<file path="src/rtl/pxie_rx_pkg.sv">
// pxie_rx_pkg: header tags, sub-field codes, opcodes and FSM state type shared by the PXIe command decoder
package pxie_rx_pkg;
  localparam logic [15:0] TAG_CMD   = 16'hEB9C;
  localparam logic [15:0] TAG_BASE  = 16'hEB00;
  localparam logic [15:0] TAG_C2H   = 16'hEBF0;
  localparam logic [15:0] SUB_CMD   = 16'h0000;
  localparam logic [15:0] SUB_TNUM  = 16'h0003;
  localparam logic [15:0] SUB_TSTEP = 16'h0004;
  localparam logic [15:0] OP_RST    = 16'h0001;
  localparam logic [15:0] OP_TRIG   = 16'h0002;
  localparam logic [15:0] OP_BURST  = 16'h1000;
  localparam logic [15:0] OP_C2H    = 16'h1010;
  localparam logic [15:0] OP_RUN    = 16'h1100;
  typedef enum logic {ST_HEAD, ST_WRITE} state_t;
endpackage

</file>
<file path="src/rtl/pxie_pulse_stretch.sv">
// pxie_pulse_stretch: restartable PULSE_LEN-cycle pulse; ports clk_i, rst_ni (sync active-low), start_i, pulse_o (registered)
module pxie_pulse_stretch #(
  parameter int PULSE_LEN = 50
) (
  input  logic clk_i,
  input  logic rst_ni,
  input  logic start_i,
  output logic pulse_o
);
  localparam int CW = $clog2(PULSE_LEN + 1);
  logic [CW-1:0] cnt_q;
  always_ff @(posedge clk_i) begin
    if (!rst_ni) begin
      cnt_q   <= '0;
      pulse_o <= 1'b0;
    end else if (start_i) begin
      cnt_q   <= CW'(PULSE_LEN - 1);
      pulse_o <= 1'b1;
    end else begin
      pulse_o <= cnt_q != '0;
      cnt_q   <= cnt_q != '0 ? cnt_q - CW'(1) : cnt_q;
    end
  end
endmodule

</file>
<file path="src/rtl/pxie_cmd_decoder.sv">
// pxie_cmd_decoder: PXIe host-command decoder (PXIE_RX_TIMEOUT_EN adds burst timeout); in: I_PXIE_CLK, I_Rst_n, I_PXIE_DATA/_VLD; out: pulses, trig cfg, RAM write ports, C2H cfg, O_busy, O_err
module pxie_cmd_decoder
  import pxie_rx_pkg::*;
#(
  parameter int DATA_W      = 128,
  parameter int NUM_CH      = 4,
  parameter int ADDR_W      = 32,
  parameter int ADDR_STEP   = 2,
  parameter int PULSE_LEN   = 50,
  parameter int TIMEOUT_CYC = 1024
) (
  input  logic              I_PXIE_CLK,
  input  logic              I_Rst_n,
  input  logic [DATA_W-1:0] I_PXIE_DATA,
  input  logic              I_PXIE_DATA_VLD,
  output logic              O_Rst,
  output logic              O_Trig,
  output logic              O_run,
  output logic [31:0]       O_Trig_Num,
  output logic [31:0]       O_Trig_Step,
  output logic [NUM_CH-1:0] O_wr_en,
  output logic [ADDR_W-1:0] O_wr_addr,
  output logic [DATA_W-1:0] O_wr_data,
  output logic [15:0]       O_c2h_addr,
  output logic [15:0]       O_c2h_len,
  output logic              O_c2h_en,
  output logic              O_busy,
  output logic              O_err
);
  state_t            state_q;
  logic [ADDR_W-1:0] base_q [NUM_CH];
  logic [15:0]       len_q  [NUM_CH];
  logic [3:0]        ch_q;
  logic [15:0]       rem_q;
  logic [ADDR_W-1:0] addr_q;
  logic [15:0]       tag, sub, op;
  logic              head, is_cmd, rst_cmd, trig_cmd, run_cmd, c2h_cmd, burst_cmd;
  logic              tnum_cmd, tstep_cmd, c2h_cfg, base_cmd, bad_ch, burst_go, tmo_hit;
  logic [3:0]        cidx;
  logic [ADDR_W-1:0] sel_base;
  logic [15:0]       sel_len;
  always_comb begin
    tag       = I_PXIE_DATA[63:48];
    sub       = I_PXIE_DATA[47:32];
    op        = I_PXIE_DATA[15:0];
    head      = I_PXIE_DATA_VLD && state_q == ST_HEAD;
    is_cmd    = head && tag == TAG_CMD && sub == SUB_CMD;
    rst_cmd   = is_cmd && op == OP_RST;
    trig_cmd  = is_cmd && op == OP_TRIG;
    run_cmd   = is_cmd && op == OP_RUN;
    c2h_cmd   = is_cmd && op == OP_C2H;
    burst_cmd = is_cmd && op[15:4] == OP_BURST[15:4];
    tnum_cmd  = head && tag == TAG_CMD && sub == SUB_TNUM;
    tstep_cmd = head && tag == TAG_CMD && sub == SUB_TSTEP;
    c2h_cfg   = head && tag == TAG_C2H;
    base_cmd  = head && tag[15:4] == TAG_BASE[15:4];
    cidx      = base_cmd ? tag[3:0] : op[3:0];
    bad_ch    = (burst_cmd || base_cmd) && int'(cidx) >= NUM_CH;
    sel_base  = '0;
    sel_len   = '0;
    for (int i = 0; i < NUM_CH; i++) begin
      sel_base = cidx == 4'(i) ? base_q[i] : sel_base;
      sel_len  = cidx == 4'(i) ? len_q[i]  : sel_len;
    end
    burst_go  = burst_cmd && !bad_ch && sel_len != '0;
  end
`ifdef PXIE_RX_TIMEOUT_EN
  localparam int TW = $clog2(TIMEOUT_CYC + 1);
  logic [TW-1:0] tmo_q;
  assign tmo_hit = state_q == ST_WRITE && !I_PXIE_DATA_VLD && tmo_q == TW'(TIMEOUT_CYC - 1);
  always_ff @(posedge I_PXIE_CLK) begin
    if (!I_Rst_n || state_q != ST_WRITE || I_PXIE_DATA_VLD || tmo_hit) tmo_q <= '0;
    else tmo_q <= tmo_q + TW'(1);
  end
`else
  assign tmo_hit = 1'b0;
`endif
  assign O_busy = state_q == ST_WRITE;
  always_ff @(posedge I_PXIE_CLK) begin
    if (!I_Rst_n) begin
      state_q     <= ST_HEAD;
      ch_q        <= '0;
      rem_q       <= '0;
      addr_q      <= '0;
      for (int i = 0; i < NUM_CH; i++) begin
        base_q[i] <= '0;
        len_q[i]  <= '0;
      end
      O_Trig_Num  <= '0;
      O_Trig_Step <= '0;
      O_wr_en     <= '0;
      O_wr_addr   <= '0;
      O_wr_data   <= '0;
      O_c2h_addr  <= '0;
      O_c2h_len   <= '0;
      O_c2h_en    <= 1'b0;
      O_err       <= 1'b0;
    end else begin
      O_wr_en  <= '0;
      O_c2h_en <= c2h_cmd;
      O_err    <= rst_cmd ? 1'b0 : (O_err | bad_ch | tmo_hit);
      if (tnum_cmd) O_Trig_Num <= I_PXIE_DATA[31:0];
      if (tstep_cmd) O_Trig_Step <= I_PXIE_DATA[31:0];
      if (c2h_cfg) begin
        O_c2h_addr <= I_PXIE_DATA[15:0];
        O_c2h_len  <= I_PXIE_DATA[31:16];
      end
      for (int i = 0; i < NUM_CH; i++) begin
        if (base_cmd && !bad_ch && cidx == 4'(i)) begin
          base_q[i] <= ADDR_W'(I_PXIE_DATA[31:0]);
          len_q[i]  <= I_PXIE_DATA[47:32];
        end
      end
      if (state_q == ST_HEAD) begin
        if (burst_go) begin
          state_q <= ST_WRITE;
          ch_q    <= cidx;
          rem_q   <= sel_len;
          addr_q  <= sel_base;
        end
      end else if (I_PXIE_DATA_VLD) begin
        for (int i = 0; i < NUM_CH; i++) O_wr_en[i] <= ch_q == 4'(i);
        O_wr_addr <= addr_q;
        O_wr_data <= I_PXIE_DATA;
        addr_q    <= addr_q + ADDR_W'(ADDR_STEP);
        rem_q     <= rem_q - 16'd1;
        if (rem_q == 16'd1) state_q <= ST_HEAD;
      end else if (tmo_hit) begin
        state_q <= ST_HEAD;
      end
    end
  end
  pxie_pulse_stretch #(.PULSE_LEN(PULSE_LEN)) u_rst (
    .clk_i(I_PXIE_CLK), .rst_ni(I_Rst_n), .start_i(rst_cmd), .pulse_o(O_Rst)
  );
  pxie_pulse_stretch #(.PULSE_LEN(PULSE_LEN)) u_trig (
    .clk_i(I_PXIE_CLK), .rst_ni(I_Rst_n), .start_i(trig_cmd), .pulse_o(O_Trig)
  );
  pxie_pulse_stretch #(.PULSE_LEN(PULSE_LEN)) u_run (
    .clk_i(I_PXIE_CLK), .rst_ni(I_Rst_n), .start_i(run_cmd), .pulse_o(O_run)
  );
endmodule

</file>
<file path="config.mk">
export PLATFORM = sky130hd
export DESIGN_NAME = pxie_cmd_decoder
export DESIGN_NICKNAME = d
export VERILOG_FILES = /design/src/rtl/pxie_rx_pkg.sv /design/src/rtl/pxie_pulse_stretch.sv /design/src/rtl/pxie_cmd_decoder.sv
export SDC_FILE = /design/constraint.sdc
export NUM_CORES = 1
export LEC_CHECK = 0
export CORE_MARGIN = 2
export CORE_UTILIZATION = 55
export CTS_CLUSTER_DIAMETER = 40
export DETAILED_ROUTE_END_ITERATION = 16
export PLACE_DENSITY = 0.88
export SETUP_SLACK_MARGIN = 0.1
export SLEW_MARGIN = 25
export SYNTH_ARGS = -nofsm -noshare
export SYNTH_HDL_FRONTEND = slang
export SYNTH_SLANG_ARGS = --single-unit
</file>
<file path="constraint.sdc">
create_clock -name I_PXIE_CLK -period 17.9 [get_ports I_PXIE_CLK]
set_input_delay 2.685 -clock I_PXIE_CLK [delete_from_list [all_inputs] [get_ports I_PXIE_CLK]]
set_output_delay 2.685 -clock I_PXIE_CLK [all_outputs]
set_load 0.02 [all_outputs]
</file>
Yosys cells after proc, flatten, opt, wreduce, memory -nomap -nowiden
Memories as Yosys holds them, arrays and structs flattened.
Cells that the tools add are included.
- register bits after elaboration: 336
- input bits: 131
- word-level logic and storage cells: 148
- memories kept: 2
- bits in writable memories: 192
- muxes and demuxes: 49
- add/subtract/negate cells: 5
- reductions and logical operators: 40
- order comparisons: 1
- bitwise logic cells: 11
- equality and inequality tests: 18
- memories (memory ; depth ; width ; read ports ; clocked after memory_dff ; wr ports ; line ; text):
    base_q ; 4 ; 32 ; 4 ; 0 ; 4 ; pxie_cmd_decoder.sv:31 ; logic [ADDR_W-1:0] base_q [NUM_CH];
    len_q ; 4 ; 16 ; 4 ; 0 ; 4 ; pxie_cmd_decoder.sv:32 ; logic [15:0] len_q [NUM_CH];
- operator list (kind ; number):
    $mux 32 ; 11
    $mux 16 ; 11
    $mux 6 ; 6
    $add 32x2->32 const B ; 1
    $eq 16x1->1 const B ; 2
    $eq 16x13->1 const B ; 2
    $eq 16x16->1 const B ; 2
    $eq 16x2->1 const B ; 2
    $logic_and 1x1->1 ; 20
    $mux 1 ; 20
    $reduce_bool 6->1 ; 3
    $sub 6x1->6 const B ; 3
    $eq 16x3->1 const B ; 1
    $eq 4x2->1 const B ; 4
    $logic_not 16->1 ; 1
    $reduce_bool 16->1 ; 1
    $sub 16x1->16 const B ; 1
    $eq 12x12->1 const B ; 1
    $eq 12x9->1 const B ; 1
    $or 1x1->1 ; 9
    $eq 4x1->1 const B ; 2
    $logic_not 4->1 ; 2
    $reduce_bool 2->1 ; 4
    $reduce_and 2->1 ; 3
    other kinds (8) ; 11

Depth between registers and ports, before layout
Gate-level depths: netlist (run 1).
- depth after elaboration: 14
- mapped depth: 15
- mapped depth without buffers: 11

Cells and area by module
A second synthesis (run 1) with hierarchy kept.
- cells, all modules: 2470
- area, all modules: 22376.5 um^2
- by module, submodules not included (module ; area each (um^2) ; instances ; cells an instance ; sequential area each (um^2)):
    pxie_cmd_decoder ; 21246.6 ; 1 ; 2356 ; 12071.6
    pxie_pulse_stretch ; 376.6 ; 3 ; 38 ; 140.1

Worst setup path before layout (run 1)
No wires, ideal clock.
- path kind: input-to-reg
- start: in I_PXIE_DATA[60]
- end: mem base_q[2][0], enable pin
- setup time: 0.520 ns
- path buffers: 4
- arrival: 7.692 ns
- stages on the path: 9
- setup slack: 9.688 ns
- cell sequence: and4b_1 > buf_1 > and4_1 > buf_6 > mux2i_4 > buf_6 > nand2_1 > clkbuf_1 > o21ai_0
- RTL lines (element ; line ; text):
    start, declared ; pxie_cmd_decoder.sv:14 ; input logic [DATA_W-1:0] I_PXIE_DATA,
    end, declared ; pxie_cmd_decoder.sv:31 ;

Final worst setup path (run 1)
- start: in I_PXIE_DATA_VLD
- end: reg rem_q[14]
- word-level cells in the longest chain between the ends: 12
- ends and longest elaborated chain (element ; line ; text):
    start, declared ; pxie_cmd_decoder.sv:15 ; input logic I_PXIE_DATA_VLD,
    $logic_and 1x1->1 ; pxie_cmd_decoder.sv:46 ; head = I_PXIE_DATA_VLD && state_q == ST_HEAD;
    $logic_and 1x1->1 ; pxie_cmd_decoder.sv:56 ; base_cmd = head && tag[15:4] == TAG_BASE[15:4];
    $mux 4 ; pxie_cmd_decoder.sv:57 ; cidx = base_cmd ? tag[3:0] : op[3:0];
    $logic_not 4->1 ; pxie_cmd_decoder.sv:63 ; sel_len = cidx == 4'(i) ? len_q[i] : sel_len;
    $mux 16 (4 in series) ; pxie_cmd_decoder.sv:63 ;
    $reduce_bool 16->1 ; pxie_cmd_decoder.sv:65 ; burst_go = burst_cmd && !bad_ch && sel_len != '0;
    $logic_and 1x1->1 ; pxie_cmd_decoder.sv:65 ;
    $reduce_bool 2->1 (no source line) ; -- ;
    $reduce_and 2->1 (no source line) ; -- ;
    end signal, assigned ; pxie_cmd_decoder.sv:118 ; rem_q <= sel_len;
    end signal, assigned ; pxie_cmd_decoder.sv:126 ; rem_q <= rem_q - 16'd1;
    end, declared ; pxie_cmd_decoder.sv:34 ; logic [15:0] rem_q;
Several ways; a longest one is shown, not always the timed one. The select of a mux whose other input is x is not followed.
A chain may end at the register's enable or synchronous reset.

==> results of run 1 <==
## power breakdown
part	leakage, nW	switching [W]	total, W	internal, W
combinational	3.85	0.000133	0.000225	0.0000917
clock	1.16	0.000550	0.00140	0.000851
sequential	4.53	0.0000249	0.00131	0.00128
total	9.55	0.000708	0.00294	0.00223
## synthesized netlist by cell type (all sizes together), types with 16 or more instances
cell,instances
nand3,39
edfxtp,192
a21oi,317
nor2,106
buf,30
o21ai,85
and2,191
inv,25
dfxtp,336
a211oi,25
o2bb2ai,16
o22ai,16
nand2,630
a21o,17
a32oi,17
a31oi,19
nor3,30
nor4,16
clkbuf,155
## per-layer routing
layer  GRT usage [%]  part of all wire (%)
met5               0                 0.013
met4            11.6                   3.4
met3            8.60                    12
met2            52.1                    46
met1            41.5                    38
## registers in the layout, summed over array words and instances (netlist names), 4 cells and up
name / flops
len_q: 64
O_wr_en: 4
O_wr_addr: 32
u_run.cnt_q: 6
O_c2h_len: 16
ch_q: 4
O_Trig_Step: 32
u_trig.cnt_q: 6
O_c2h_addr: 16
u_rst.cnt_q: 6
addr_q: 32
O_Trig_Num: 32
O_wr_data: 128
base_q: 128
rem_q: 16
## worst min path at each step
stage | to
finish | ch_q[3]
global placement | ch_q[2]
global route | ch_q[2]
CTS | ch_q[3]
floorplan | ch_q[2]
detailed placement | ch_q[3]
## tightest hold or removal path, delay by kind of cell (launching register included)
family	cells	cell delay, ns
buf+inv	1	0.05
flops	1	0.31
simple gates	1	0.03
## final cells by class
cell class / instances / area share (%)
Sequential cell: 528 / 44.1
Multi-Input combinational cell: 1662 / 30.2
Timing Repair Buffer: 422 / 14.7
Clock buffer: 84 / 6.89
Tap cell: 518 / 2.29
Clock inverter: 42 / 1.52
Inverter: 25 / 0.358
## per-stage QoR
stage                     setup WS [ns]  utilization, %
after floorplan                    9.69               -
after CTS                         10.19            72.9
final                             10.27            73.0
after global routing               9.84            73.0
after detailed placement           9.55            66.8
after global placement             9.71            66.8
## logic make-up (layout without fill, tap and decap cells)
logic type	after synthesis	in the layout	share of synthesized area, %
AND/OR/NAND/NOR	1067	1067	22.2
flip-flops	528	528	57.4
AO/OA/AOI/OAI	566	566	15.2
adder cells (fa/ha/maj)	7	7	0.402
buffers and inverters	210	573	3.84
XOR/XNOR	11	11	0.443
multiplexers	11	11	0.598
==> impl_results.md, run 1 <==
- Run status: finished, final reports clean
- Rows: 72
- Top cells by area, synth: dfxtp_1 31%, edfxtp_1 26%, nand2_1 11%, a21oi_1 7.3%, and2_1 5.5%
- CP endpoint: rem_q[14]
- Reg2reg end: rem_q[14]
- Initial core utilization: 56.1%
- Post-synth EDFFs: 192
- Seq/Total Area, Yosys: 57.4%
- Most frequent cells in the layout: 629 x nand2_1, 395 x clkdlybuf4s50_1, 335 x dfxtp_1
- Hpwl dp: 44100 µm
- Antenna violations before repair: 2
- Total Power: 0.00294 W
- Largest net degree at the start of global routing: 121
- Share of cells above drive strength 1: 6.59%
- Hold Crit Class: reg -> reg
- Sequential Area: 0.0125 mm²
- CTS Buf Count: 69
- Reg2reg start: O_busy
- Post-route cell area: 0.0283 mm²
- Slowest CP cell: clkdlybuf4s50_1
- P&R area growth vs syn: 30.2%
- YS warnings: 0
- Height of the die: 203 µm
- Slew headroom: 29.1%
- CTS tree: yes
- Post-CTS sizing: 0
- Final period util: 42.6%
- Chip width: 203 µm
- Hold Vio Cnt, Final: 0
- MaxCap Viol Count: 0
- Bufs and invs on worst path: 3
- H-tree level count: 3
- Antenna-violating nets left: 0
- Synth async-reset ratio: 0%
- Vias in the first global route: 18532
- CP dominant cell by count: buf_4
- DR WL/cell: 20.7 µm
- Setup TNS: 0 ns
- Synthesized Nets: 2538
- Setup Viol. Count Final: 0
- Clock tree buffer depth: 3
- IO Count: 397
- Die area: 0.0412 mm²
- CP Cell Sequence: clkdlybuf4s50_1, and4bb_2, and4_1, mux2i_4, nor3_4, buf_4, a32oi_1, nand4_1, nor4_4, o21ai_0, buf_4, nand2_1, o22ai_1
- Crit path DAT: 8.06 ns
- Syn_area_per_cell: 9.07 µm²
- Hold_ws: 0.428 ns
- Most used flip-flop cell after synthesis: dfxtp_1
- Reg2Reg Depth: 12
- WS Path Type: in -> reg
- Insertion delay to the later sink of the worst-skew pair: 0.60 ns
- IO Port Bufs: 396
- Commonest non-fill, non-tap cell in the layout: nand2_1
- CTS hold repair buffers: 0
- Crit-path max FO: 48
- Global-route wire length before repair: 104000 µm
- Synth area leader: dfxtp_1
- Gpl congestion: 0.905
- Starting DRT DRC Count: 2065
- Top Family by Delay on Critical Path: simple AND/OR/NAND/NOR gates
- Startpoint types: primary input
- Max incr delay on CP: 0.90 ns
- GRT Util Overall: 32.1%
- Hold Path Cell Cnt: 2
- Leak: 9.55 nW
- DR pass1 iterations: 6
- Remaining Overflow, GRT: 0
- DR DRC count: 0
- Crit path required time: 18.33 ns
- Power Density: 104 mW/mm²
- Drt total wl: 67900 µm
- Worst Skew: 0.0323 ns
- CP startpoint: I_PXIE_DATA_VLD
- Yosys cell types: 67
- Slew Viols, Final: 0
- Fmax: 131 MHz
- Final std cells w/o fill: 3281
- Period minus WS final: 7.63 ns
- Reg2reg setup slack: 12.71 ns
- Fillers: 2639
- Fin nets: 2846
- Post-Synthesis Cells: 2400
- Least-Margin Pin Slew: 1.06 ns
- Multi-input gate area: 0.00855 mm²
- Via count: 19373
- Avg Vias per Cell: 5.90
- Setup bufs post-CTS: 0
- HP Start: ch_q[3]
- Number of cells on the critical path: 13
- Inst Count DP: 3155
- CTS Root Buffer Type: clkbuf_16
- Antenna diode count: 0
- Core ar.: 0.0388 mm²
- Synthesized flop and latch total: 528
- CTS Sinks: 528
- Netlist Area Pre-Place: 0.0218 mm²
- Critical Path Sink Type: flop
- VDD IR max: 77.7 µV
- Post-synth top area share: 30.9%
- Clk slew on worst S/H paths: 0.06 ns
- Placed Area: 0.0259 mm²
- RSZ-0062 raised after global routing: false
(Power assumes the default switching activity.)
==> run 2, diff against run 1 <==
Settings changed: CORE_UTILIZATION 55 to 53, PLACE_DENSITY 0.88 to 0.86.
Clock period 17.9 ns to 7.55 ns, I/O delays scaled along.
==> impl_results.md, run 2 (synthesized netlist as in run 1, its figures left out) <==
- Share of cells above drive strength 1: 6.11% (-0.47 points)
- Fillers: 2957 (+12%)
- Avg Vias per Cell: 5.83 (-1.3%)
- Largest net degree at the start of global routing: 138 (+14%)
- Core ar.: 0.0406 mm² (+4.7%)
- Final period util: 79.5%
- Slowest CP cell: clkdlybuf4s50_1
- Setup TNS: 0 ns (unchanged)
- Chip width: 207 µm (+1.8%)
- Critical Path Sink Type: flop
- CP Cell Sequence: clkdlybuf4s50_1, and4bb_2, and4_1, mux2i_4, nor3_4, a32oi_1, nand4_1, nor4_4, o21a_1, buf_4, a21oi_1, o22ai_1
- Hold Crit Class: reg -> reg
- DR pass1 iterations: 6 (unchanged)
- Initial core utilization: 53.6% (-2.5 points)
- Starting DRT DRC Count: 2276 (+10%)
- Hold Vio Cnt, Final: 0 (unchanged)
- Vias in the first global route: 18307 (-1.2%)
- Insertion delay to the later sink of the worst-skew pair: 0.58 ns (-0.02 ns)
- Slack of the critical path: 1.54 ns (-8.72 ns)
- Grt met2 use: 48.9% (-3.2 points)
- Most frequent cells in the layout: 629 x nand2_1, 395 x clkdlybuf4s50_1, 335 x dfxtp_1
- Largest registers: O_wr_data x128, base_q x128, len_q x64
- P&R area growth vs syn: 29.7%
- WS Path Type: in -> reg
- Hpwl dp: 43900 µm (-0.39%)
- Commonest non-fill, non-tap cell in the layout: nand2_1
- Height of the die: 207 µm (+1.8%)
- Remaining Overflow, GRT: 0 (unchanged)
- Global-route wire length before repair: 101000 µm (-2.3%)
- CTS Sinks: 528 (unchanged)
- Inst Count DP: 3176 (+0.67%)
- Rows: 74 (+2.8%)
- CTS Buf Count: 67 (-2.9%)
- Antenna diode count: 0 (unchanged)
- Gpl congestion: 0.943 (+4.2%)
- Slew headroom: 29.6% (+0.53 points)
- CTS Root Buffer Type: clkbuf_16
- Hold_ws: 0.428 ns (+0.000213 ns)
- MaxCap Viol Count: 0 (unchanged)
- Least-Margin Pin Slew: 1.05 ns (-0.00871 ns)
- Worst Skew: 0.0304 ns (-0.00189 ns)
- Crit-path max FO: 23 (-52%)
- Max incr delay on CP: 0.82 ns (-0.08 ns)
- Die area: 0.0427 mm² (+3.7%)
- RSZ-0062 raised after global routing: false
- Drt total wl: 67700 µm (-0.20%)
- Bufs and invs on worst path: 2 (-1)
- H-tree level count: 3 (unchanged)
- Via count: 19200 (-0.89%)
- Gr busiest metal: met2
- DR WL/cell: 20.6 µm (-0.65%)
- IO Port Bufs: 396 (unchanged)
- Clk slew on worst S/H paths: 0.06 ns (about the same)
- Antenna violations before repair: 1 (-1)
- Fin nets: 2851 (+0.18%)
- Post-Place Setup Slack: 1.02 ns (-8.53 ns)
- M3 GR Usage: 8.21% (-0.39 points)
- Setup bufs post-CTS: 0 (unchanged)
- DR DRC count: 0 (unchanged)
- Final std cells w/o fill: 3296 (+0.46%)
- Top Family by Delay on Critical Path: simple AND/OR/NAND/NOR gates
- Run status: finished, final reports clean
- Slew Viols, Final: 0 (unchanged)
- Antenna-violating nets left: 0 (unchanged)
- Crit path required time: 8.04 ns (-10.29 ns)
- Fmax: 167 MHz
- CTS hold repair buffers: 0 (unchanged)
- Startpoint types: primary input
- Post-CTS sizing: 0 (unchanged)
- Leak: 9.50 nW (-0.46%)
- Power Density: 239 mW/mm² (+130%)
- Clock tree buffer depth: 3 (unchanged)
- Period minus WS final: 6.01 ns
- VDD IR max: 196 µV (+150%)
- Setup Viol. Count Final: 0 (unchanged)
- CTS tree: yes
- IO Count: 397 (unchanged)
- Met1 Use GR: 39.4% (-2.1 points)
- GRT Util Overall: 30.7% (-1.4 points)
- Crit path DAT: 6.49 ns (-1.57 ns)
-- run 2: cell count changes in the layout (fill, tap and decap cells not counted), sizes merged --
cell	change
inv	-7
bufinv	-2
buf	+7
clkinv	-2
clkinvlp	-3
clkbuf	+8
-- run 2: area by class of cell --
type                       instances  area [µm²]  area share [%]
tap                              532         666            2.36
clock inverter                    28         245           0.869
clock buffer                      92        1960            6.94
multi-input combinational       1662        8540            30.2
inverter                          25         101           0.359
sequential                       528       12500            44.3
timing repair buffer             429        4230            15.0
-- run 2: power by group --
group | leakage [nW] | internal [W] | total (W) | switching [W]
clock network | 1.07 | 0.00190 | 0.00312 | 0.00122
registers | 4.53 | 0.00305 | 0.00310 | 0.0000561
logic | 3.90 | 0.000219 | 0.000528 | 0.000309
total | 9.50 | 0.00516 | 0.00675 | 0.00158
-- run 2: worst min-delay path: stages, from the launching register on --
cell and delay (ns):
dfxtp_1 0.31, inv_1 0.05, nor2_1 0.03
-- run 2: final timing paths --
kind	cells after the start	from	end	slack [ns]
min reg2reg	2	ch_q[3]	ch_q[3]	0.43
max	12	I_PXIE_DATA_VLD	addr_q[19]	1.54
max reg2reg	11	O_busy	addr_q[19]	2.44
min	2	ch_q[3]	ch_q[3]	0.43
-- run 2: layer usage --
layer  wire length [µm]  up-vias
li1                   -     8867
met1              26300     9019
met2              30900     1138
met3               7990      176
met4               2550        0
met5                  0        -
-- run 2: stage by stage --
stage	power [W]	util [%]	area, µm²
after global routing	0.00696	69.5	28200
after floorplan	0.00346	-	21800
final	0.00675	69.5	28200
after detailed placement	0.00368	64.0	26000
after global placement	0.00365	64.0	26000
after CTS	0.00678	69.4	28200
